## src/rtl/hpdcache_pkg.sv

```systemverilog
// Shared helpers for the HPDcache memory read-response upsizer: width ratio,
// lane-counter sizing, power-of-two test and the per-buffer state encoding.
package hpdcache_pkg;

    typedef enum logic {
        BUF_FILL = 1'b0,
        BUF_FULL = 1'b1
    } upsizer_buf_state_e;

    function automatic int unsigned upsizer_ratio(input int unsigned narrow_w,
                                                  input int unsigned wide_w);
        return wide_w / narrow_w;
    endfunction

    // A single-lane configuration still keeps a one-bit counter.
    function automatic int unsigned upsizer_cnt_width(input int unsigned narrow_w,
                                                      input int unsigned wide_w);
        int unsigned r;
        r = upsizer_ratio(narrow_w, wide_w);
        if (r > 32'd1) begin
            return unsigned'($clog2(r));
        end else begin
            return 32'd1;
        end
    endfunction

    function automatic bit is_pow2(input int unsigned v);
        return (v != 32'd0) && ((v & (v - 32'd1)) == 32'd0);
    endfunction

endpackage

```

## src/rtl/hpdcache_rrsp_upsizer_buf.sv

```systemverilog
// One wide assembly buffer: lane write, FILL/FULL state, and capture of the
// group's first ID, OR-ed error and closing last flag.
module hpdcache_rrsp_upsizer_buf
    import hpdcache_pkg::*;
#(
    parameter int unsigned NarrowWidth = 128,
    parameter int unsigned WideWidth   = 512,
    parameter int unsigned IdWidth     = 7,
    parameter int unsigned CntWidth    = 2
) (
    input  logic                   clk_i,
    input  logic                   rst_i,
    input  logic                   wr_i,
    input  logic [CntWidth-1:0]    lane_i,
    input  logic                   close_i,
    input  logic [NarrowWidth-1:0] data_i,
    input  logic [IdWidth-1:0]     id_i,
    input  logic                   error_i,
    input  logic                   last_i,
    input  logic                   rd_i,
    output logic                   full_o,
    output logic [WideWidth-1:0]   data_o,
    output logic [IdWidth-1:0]     id_o,
    output logic                   error_o,
    output logic                   last_o
);
    localparam int unsigned Ratio = WideWidth / NarrowWidth;

    upsizer_buf_state_e   r_state;
    upsizer_buf_state_e   w_state_next;
    logic [WideWidth-1:0] r_data;
    logic [WideWidth-1:0] w_data_base;
    logic [WideWidth-1:0] w_data_next;
    logic [IdWidth-1:0]   r_id;
    logic                 r_error;
    logic                 r_last;
    logic                 w_first;

    assign w_first = (lane_i == {CntWidth{1'b0}});

    // FILL/FULL next-state
    always_comb begin
        w_state_next = r_state;
        case (r_state)
            BUF_FILL: begin
                if (wr_i && close_i) begin
                    w_state_next = BUF_FULL;
                end else begin
                    w_state_next = BUF_FILL;
                end
            end
            BUF_FULL: begin
                if (rd_i) begin
                    w_state_next = BUF_FILL;
                end else begin
                    w_state_next = BUF_FULL;
                end
            end
            default: w_state_next = BUF_FILL;
        endcase
    end

    // Lane write; the first beat of a group zeroes the other lanes so an
    // early-closed word never carries stale data.
    always_comb begin
        w_data_base = w_first ? {WideWidth{1'b0}} : r_data;
        w_data_next = r_data;
        if (wr_i) begin
            for (int unsigned l = 0; l < Ratio; l++) begin
                w_data_next[l*NarrowWidth +: NarrowWidth] =
                    (lane_i == CntWidth'(l)) ? data_i
                                             : w_data_base[l*NarrowWidth +: NarrowWidth];
            end
        end else begin
            w_data_next = r_data;
        end
    end

    // Buffer state and captured group fields
    always_ff @(posedge clk_i) begin
        if (rst_i) begin
            r_state <= BUF_FILL;
            r_data  <= {WideWidth{1'b0}};
            r_id    <= {IdWidth{1'b0}};
            r_error <= 1'b0;
            r_last  <= 1'b0;
        end else begin
            r_state <= w_state_next;
            r_data  <= w_data_next;
            if (wr_i) begin
                r_id    <= w_first ? id_i : r_id;
                r_error <= (w_first ? 1'b0 : r_error) | error_i;
                r_last  <= last_i;
            end
        end
    end

    assign full_o  = (r_state == BUF_FULL);
    assign data_o  = r_data;
    assign id_o    = r_id;
    assign error_o = r_error;
    assign last_o  = r_last;

endmodule

```

## src/rtl/hpdcache_mem_resp_read_upsizer.sv

```systemverilog
// Packs narrow memory read-response beats into wide cache words, LSB lane first.
// Define HPDCACHE_RRSP_UPSIZER_PIPE_EN for two ping-pong buffers (R cycles/word).
module hpdcache_mem_resp_read_upsizer
    import hpdcache_pkg::*;
#(
    parameter int unsigned NarrowWidth = 128,
    parameter int unsigned WideWidth   = 512,
    parameter int unsigned IdWidth     = 7
) (
    input  logic                   clk_i,
    input  logic                   rst_i,
    input  logic                   in_valid_i,
    output logic                   in_ready_o,
    input  logic [NarrowWidth-1:0] in_data_i,
    input  logic [IdWidth-1:0]     in_id_i,
    input  logic                   in_error_i,
    input  logic                   in_last_i,
    output logic                   out_valid_o,
    input  logic                   out_ready_i,
    output logic [WideWidth-1:0]   out_data_o,
    output logic [IdWidth-1:0]     out_id_o,
    output logic                   out_error_o,
    output logic                   out_last_o,
    output logic                   id_mismatch_o
);
    localparam int unsigned Ratio    = upsizer_ratio(NarrowWidth, WideWidth);
    localparam int unsigned CntWidth = upsizer_cnt_width(NarrowWidth, WideWidth);
`ifdef HPDCACHE_RRSP_UPSIZER_PIPE_EN
    localparam int unsigned NumBuf = 2;
`else
    localparam int unsigned NumBuf = 1;
`endif
    localparam bit                  PipeEn   = (NumBuf == 2);
    localparam logic [CntWidth-1:0] LastLane = CntWidth'(Ratio - 32'd1);

    if (!is_pow2(NarrowWidth) || !is_pow2(WideWidth) || (NarrowWidth > WideWidth)) begin : g_bad_cfg
        $error("upsizer widths must be powers of two with NarrowWidth <= WideWidth");
    end

    logic [CntWidth-1:0]  r_cnt;
    logic                 r_wr_ptr;
    logic                 r_rd_ptr;
    logic                 r_id_mismatch;
    logic                 w_beat_hs;
    logic                 w_word_hs;
    logic                 w_close;
    logic [NumBuf-1:0]    w_buf_full;
    logic [NumBuf-1:0]    w_buf_err;
    logic [NumBuf-1:0]    w_buf_last;
    logic [WideWidth-1:0] w_buf_data [NumBuf];
    logic [IdWidth-1:0]   w_buf_id   [NumBuf];

    assign in_ready_o  = ~w_buf_full[r_wr_ptr];
    assign out_valid_o = w_buf_full[r_rd_ptr];
    assign w_beat_hs   = in_valid_i & in_ready_o;
    assign w_word_hs   = out_valid_o & out_ready_i;
    assign w_close     = (r_cnt == LastLane) | in_last_i;

    for (genvar b = 0; b < int'(NumBuf); b++) begin : g_buf
        hpdcache_rrsp_upsizer_buf #(
            .NarrowWidth (NarrowWidth),
            .WideWidth   (WideWidth),
            .IdWidth     (IdWidth),
            .CntWidth    (CntWidth)
        ) u_buf (
            .clk_i   (clk_i),
            .rst_i   (rst_i),
            .wr_i    (w_beat_hs && (r_wr_ptr == 1'(b))),
            .lane_i  (r_cnt),
            .close_i (w_close),
            .data_i  (in_data_i),
            .id_i    (in_id_i),
            .error_i (in_error_i),
            .last_i  (in_last_i),
            .rd_i    (w_word_hs && (r_rd_ptr == 1'(b))),
            .full_o  (w_buf_full[b]),
            .data_o  (w_buf_data[b]),
            .id_o    (w_buf_id[b]),
            .error_o (w_buf_err[b]),
            .last_o  (w_buf_last[b])
        );
    end

    // Lane counter, ping-pong pointers and ID-change flag
    always_ff @(posedge clk_i) begin
        if (rst_i) begin
            r_cnt         <= {CntWidth{1'b0}};
            r_wr_ptr      <= 1'b0;
            r_rd_ptr      <= 1'b0;
            r_id_mismatch <= 1'b0;
        end else begin
            if (w_beat_hs) begin
                r_cnt <= w_close ? {CntWidth{1'b0}} : (r_cnt + CntWidth'(1));
            end
            if (w_beat_hs && w_close) begin
                r_wr_ptr <= PipeEn ? ~r_wr_ptr : 1'b0;
            end
            if (w_word_hs) begin
                r_rd_ptr <= PipeEn ? ~r_rd_ptr : 1'b0;
            end
            r_id_mismatch <= w_beat_hs && (r_cnt != {CntWidth{1'b0}})
                             && (in_id_i != w_buf_id[r_wr_ptr]);
        end
    end

    assign out_data_o    = out_valid_o ? w_buf_data[r_rd_ptr] : {WideWidth{1'b0}};
    assign out_id_o      = out_valid_o ? w_buf_id[r_rd_ptr]   : {IdWidth{1'b0}};
    assign out_error_o   = out_valid_o & w_buf_err[r_rd_ptr];
    assign out_last_o    = out_valid_o & w_buf_last[r_rd_ptr];
    assign id_mismatch_o = r_id_mismatch;

endmodule
```

## config.mk

```make
export PLATFORM = sky130hd
export DESIGN_NAME = hpdcache_mem_resp_read_upsizer
export DESIGN_NICKNAME = d
export VERILOG_FILES = /design/src/rtl/hpdcache_pkg.sv /design/src/rtl/hpdcache_rrsp_upsizer_buf.sv /design/src/rtl/hpdcache_mem_resp_read_upsizer.sv
export SDC_FILE = /design/constraint.sdc
export NUM_CORES = 1
export LEC_CHECK = 0
export ABC_AREA = 1
export CORE_MARGIN = 3
export CORE_UTILIZATION = 30
export CTS_CLUSTER_SIZE = 28
export DETAILED_ROUTE_END_ITERATION = 16
export DONT_BUFFER_PORTS = 1
export REMOVE_ABC_BUFFERS = 1
export SYNTH_ARGS = -nofsm -noshare
export SYNTH_HDL_FRONTEND = slang
export SYNTH_SLANG_ARGS = --single-unit
```

## constraint.sdc

```tcl
create_clock -name clk_i -period 2.9 [get_ports clk_i]
set_input_delay 0.435 -clock clk_i [delete_from_list [all_inputs] [get_ports clk_i]]
set_output_delay 0.435 -clock clk_i [all_outputs]
set_load 0.005 [all_outputs]
```

# After elaboration in Yosys (flattened, before gate mapping)
# Cells that the tools add are included.
# W data, S select, Z words.
dict set report totals {
  register_bits 525
  out_inout_bits 524
  inputBits 141
  elab_cells 46
}
dict set report classes {
  bitwise_logic 7
  reduce_logical 12
  eq_ne 4
  mux 12
  add_sub_neg 1
}
# operator n
set ops {}
lappend ops {{$mux W512} 2}
lappend ops {{$mux W128} 4}
lappend ops {{$reduce_and A2 Y1} 4}
lappend ops {{$reduce_bool A2 Y1} 4}
lappend ops {{$mux W7} 1}
lappend ops {{$ne A7 B7 Y1} 1}
lappend ops {{$and A1 B1 Y1} 4}
lappend ops {{$eq A2 B2 Y1 const B} 2}
lappend ops {{$logic_and A1 B1 Y1} 3}
lappend ops {{$mux W1} 3}
lappend ops {{$add A2 B1 Y2 const B} 1}
lappend ops {{$eq A2 B1 Y1 const B} 1}
lappend ops {{$logic_not A2 Y1} 1}
lappend ops {{$mux W2} 1}
lappend ops {{$or A1 B1 Y1} 2}
lappend ops {{$pmux W1 S2} 1}
lappend ops {{$not A1 Y1} 1}

# Depth between registers and ports, before layout
dict set report depth {
  depth_word 5
  mapped_depth 9
  mapped_depth_nobuf 7
}

# Hierarchy
# From an unflattened synthesis, not the netlist that was laid out.
dict set report hier_totals {
  hier_cells 3734
  hier_area_um2 24188.2
}
# module area_per_inst_um2 n_inst cells_each seq_area_each_um2
set by_module_without_submodules {}
lappend by_module_without_submodules {hpdcache_rrsp_upsizer_buf 19344.8 1 2575 10450.0}
lappend by_module_without_submodules {hpdcache_mem_resp_read_upsizer 4843.4 1 1159 60.1}

# Worst setup path after synthesis
# Ideal clock, no wire load.
dict set report synth_path {
  kind {register to register}
  from {reg r_cnt[0]}
  to {reg g_buf[0].u_buf.r_data[458]}
  t_required_ns 2.830
  arrival_time_ns 1.588
  path_buffers 2
  setup_slack_ns 1.242
  path_stages_with_launch 8
  period_less_slack_ns 1.658
  setup_ns 0.070
  path_cell_list {dfxtp_1 > inv_1 > ha_1 > inv_1 > buf_1 > clkbuf_1 > nand4_1 > a21oi_1}
}
dict set report synth_via {
  elab_chain_len 3
  elab_cells_between_ends 5
  cone_classes {1 x eq/ne; 1 x mux; 3 x reduce/logical}
}
# element line_no
set synth_rtl {}
lappend synth_rtl {{start: declaration} hpdcache_mem_resp_read_upsizer.sv:40} ;# logic [CntWidth-1:0] r_cnt;
lappend synth_rtl {{start signal: assignment} hpdcache_mem_resp_read_upsizer.sv:87} ;# r_cnt <= {CntWidth{1'b0}};
lappend synth_rtl {{start signal: assignment} hpdcache_mem_resp_read_upsizer.sv:93} ;# r_cnt <= w_close ? {CntWidth{1'b0}} : (r_cnt + CntWidth'(1));
lappend synth_rtl {{$eq A2 B2 Y1 / $logic_not A2 Y1 (equally long branches)} {hpdcache_rrsp_upsizer_buf.sv:71, hpdcache_rrsp_upsizer_buf.sv:39}}
lappend synth_rtl {{$reduce_bool A2 Y1 (no line)} --}
lappend synth_rtl {{$reduce_and A2 Y1 (no line)} --}
lappend synth_rtl {{end signal: assignment} hpdcache_rrsp_upsizer_buf.sv:83} ;# r_data <= {WideWidth{1'b0}};
lappend synth_rtl {{end signal: assignment} hpdcache_rrsp_upsizer_buf.sv:89} ;# r_data <= w_data_next;
lappend synth_rtl {{end: declaration} hpdcache_rrsp_upsizer_buf.sv:31} ;# logic [WideWidth-1:0] r_data;
# Parallel ways exist; a longest one is shown, timed or not.
# A chain may end at the register's enable or synchronous reset.

# Worst setup path after layout
dict set report layout_path {
  from {reg r_cnt[0]}
  to {reg g_buf[0].u_buf.r_data[347]}
}
# The elaborated chain is that of the path after synthesis.

==> results.py <==
metrics = {
    "sta": {
        "fin_crit_ns": 2.54,
        "hold_ws_ns": 0.0546,
        "finClkSkew_ns": 0.0184,
        "fmax_mhz": 394,
        "hold_violations": 0,
        "worst_slew_pin_slew_ns": 0.745,
        "setup_viol_count_final": 0,
        "slew_violations": 0,
        "rsz0062_at_grt": "no",
        "tns_ns": 0,
        "fin_crit_sh_pct": 87.6,
        "max-slew-margin-rel_pct": 50.3,
        "final.setup.worst_slack_ns": 0.359,
    },
    "synth": {
        "ys_seq_elements": 525,
        "yosysUniqueCellTypes": 23,
        "synth_cells": 3449,
        "yosysWarnings": 0,
        "synth_seq_area_share_pct": 46.2,
        "avgSynthCellArea_sq_um": 6.60,
        "netlist_area_sq_mm": 0.0228,
    },
    "pwr": {
        "switching_share_pct": 25.6,
        "clkPwrFrac_pct": 46.5,
        "p_int_uw": 12800,
        "vdd.ir_drop.worst_v": 0.000400,
        "p_leak_uw": 0.0135,
        "p_per_area_mw_per_mm2": 633,
        "sequentialPowerShare_pct": 44.1,
        "switchingPower_uw": 4410,
        "power_frac_comb_pct": 9.4,
    },
    "global_routing": {
        "grt_max_degree": 145,
        "antenna_found_initial": 5,
        "grt_usage_pct": 19.3,
        "grt_pass1_vias": 20600,
        "grt_pass1_wl_microns": 122000,
        "overflow": 0,
    },
    "detailed_routing": {
        "via_per_inst": 4.87,
        "num_vias": 21800,
        "m1WireLength_microns": 33900,
        "ant_nets": 0,
        "met3_length_microns": 6260,
        "first_pass_iters": 5,
        "first_iter_violations": 1642,
        "wl_microns": 81700,
        "wl_met2_microns": 39000,
        "drc": 0,
        "post_drt_wl_per_cell_microns": 18.3,
        "highest_layer": "met4",
    },
    "cts": {
        "htreeDepth": 2,
        "numCtsBuffers": 58,
        "cts-root-buf": "clkbuf_16",
        "cts_tree": "yes",
        "clk_transition_reported_paths_ns": 0.06,
        "clock_sinks": 525,
        "clockBufferDepth": 3,
        "insertion_delay_ns": 0.61,
    },
    "critical_path": {
        "critPathKind": "reg2reg",
        "cp-start-kind": "flop",
        "crit_required_ns": 3.44,
        "crit_fanout": 67,
        "worstSetupEndpointType": "flop",
        "worst-r2r-setup-slack_ns": 0.36,
        "cp_data_arrival_time_ns": 3.08,
    },
    "floorplanning": {
        "core_area_sq_mm": 0.0748,
        "initial_utilization_pct": 30.4,
        "fp.dieW_microns": 282,
        "die_y_microns": 282,
        "rows": 100,
        "die-area_sq_mm": 0.0792,
        "ioPinCount": 665,
    },
    "placed_design": {
        "place_congestion": 0.795,
        "place_inst": 4198,
        "numPortBuffers": 0,
        "pre_cts_slack_ns": 0.929,
        "hpwlAfterDp_microns": 49200,
        "place_area_sq_mm": 0.0234,
    },
    "hold_path": {
        "hold_class": "in2reg",
    },
    "final_layout": {
        "finalNetCount": 3594,
        "stdcell_count": 4470,
        "area_growth_pct": 19.4,
        "design_area_sq_mm": 0.0272,
        "layout-drive-gt1-share_pct": 4.32,
    },
    "job": {
        "drv_cap": 0,
    },
    "run_status": {
        "outcome": "finished, final reports clean",
    },
}
## kinds of logic after synthesis
group	Yosys count	share of synthesized area (%)
XOR/XNOR	1	0.0385
adder cells (fa/ha/maj)	4	0.220
buffers and inverters	799	14.1
flip-flops	525	46.2
AND/OR/NAND/NOR	1589	27.8
AO/OA/AOI/OAI	531	11.7
## critical path, stage by stage (launching register included)
cell and delay (ns):
dfxtp_1 0.42, inv_1 0.11, ha_1 0.25, clkinv_1 0.14
nor2_8 0.07, nor2_4 0.24, buf_12 0.34, nand2_1 0.13
a21oi_1 0.16, dlygate4sd3_1 0.56
## power groups by stage
stage	Combinational (uW)	Sequential (uW)	Clock (uW)
2_1_floorplan	692	7770	0
6_report	1610	7590	8010
5_1_grt	1740	7610	8480
3_3_place_gp	1210	7740	0
4_1_cts	1600	7590	8170
3_5_place_dp	1230	7740	0
## cells in the mapped netlist, drive strengths merged
master | n | area (sq um)
a21oi | 393 | 1970
and2 | 1 | 6.26
buf | 105 | 592
clkbuf | 152 | 571
clkinv | 1 | 3.75
dfxtp | 525 | 10500
ha | 4 | 50.1
inv | 541 | 2040
nand2 | 1186 | 4470
nand3 | 3 | 15.0
nand4 | 128 | 801
nor2 | 271 | 1050
o21ai | 137 | 686
o22ai | 1 | 6.26
xnor2 | 1 | 8.76
## worst paths after layout
| check | start | end | cells past startpoint |
|---|---|---|---|
| setup / recovery | r_cnt[0] | g_buf[0].u_buf.data_o[347] | 9 |
| hold / removal | out_ready_i | g_buf[0].u_buf.full_o | 2 |
| setup reg to reg | r_cnt[0] | g_buf[0].u_buf.data_o[347] | 9 |
| hold reg to reg | g_buf[0].u_buf.data_o[253] | g_buf[0].u_buf.data_o[253] | 2 |
## metal layers
| layer | vias to the layer above | global-route usage, % |
|---|---|---|
| met5 | - | 0 |
| met4 | 0 | 6.76 |
| met3 | 157 | 4.26 |
| met2 | 887 | 32.3 |
| met1 | 10300 | 24.5 |
| li1 | 10500 | - |
## stage by stage
step / power [uW] / utilization, %
global route: 17800 / 36.3
global placement: 8950 / 31.3
floorplan: 8470 / -
detailed placement: 8970 / 31.3
finish: 17200 / 36.3
CTS: 17400 / 36.3
## repair_timing
action,4_1_cts,5_1_grt
hold endpoints to repair,521,0
setup buffers,0,0
resized for setup,0,0
hold buffers,160,0
## cell type report
class	count	area, sq um
fillers	7939	47600
inverters	542	2040
multi-input cells	2125	9100
diodes	4	10.0
repair buffers	197	2230
well taps	969	1210
clock inverters	20	317
clock buffers	88	1770
flip-flops and latches	525	10500
## state kept, by name, summed over array words and instances, names as in the netlist
signal,flops
g_buf.u_buf.data_o,512
g_buf.u_buf.error_o,1
g_buf.u_buf.full_o,1
g_buf.u_buf.id_o,7
g_buf.u_buf.last_o,1
id_mismatch_o,1
r_cnt,2
## cells in the final DEF (no fill, tap or decap), types with 24 or more instances in the layout
master and instances:
dlygate4sd3_1 157, nor2_1 266, buf_12 24, a21oi_1 393
nand2_1 1183, inv_1 537, dfxtp_1 524, o21ai_0 53
o21ai_1 84, clkbuf_16 59, nand4_1 128
Note: power is estimated with default switching activity, not from simulation.
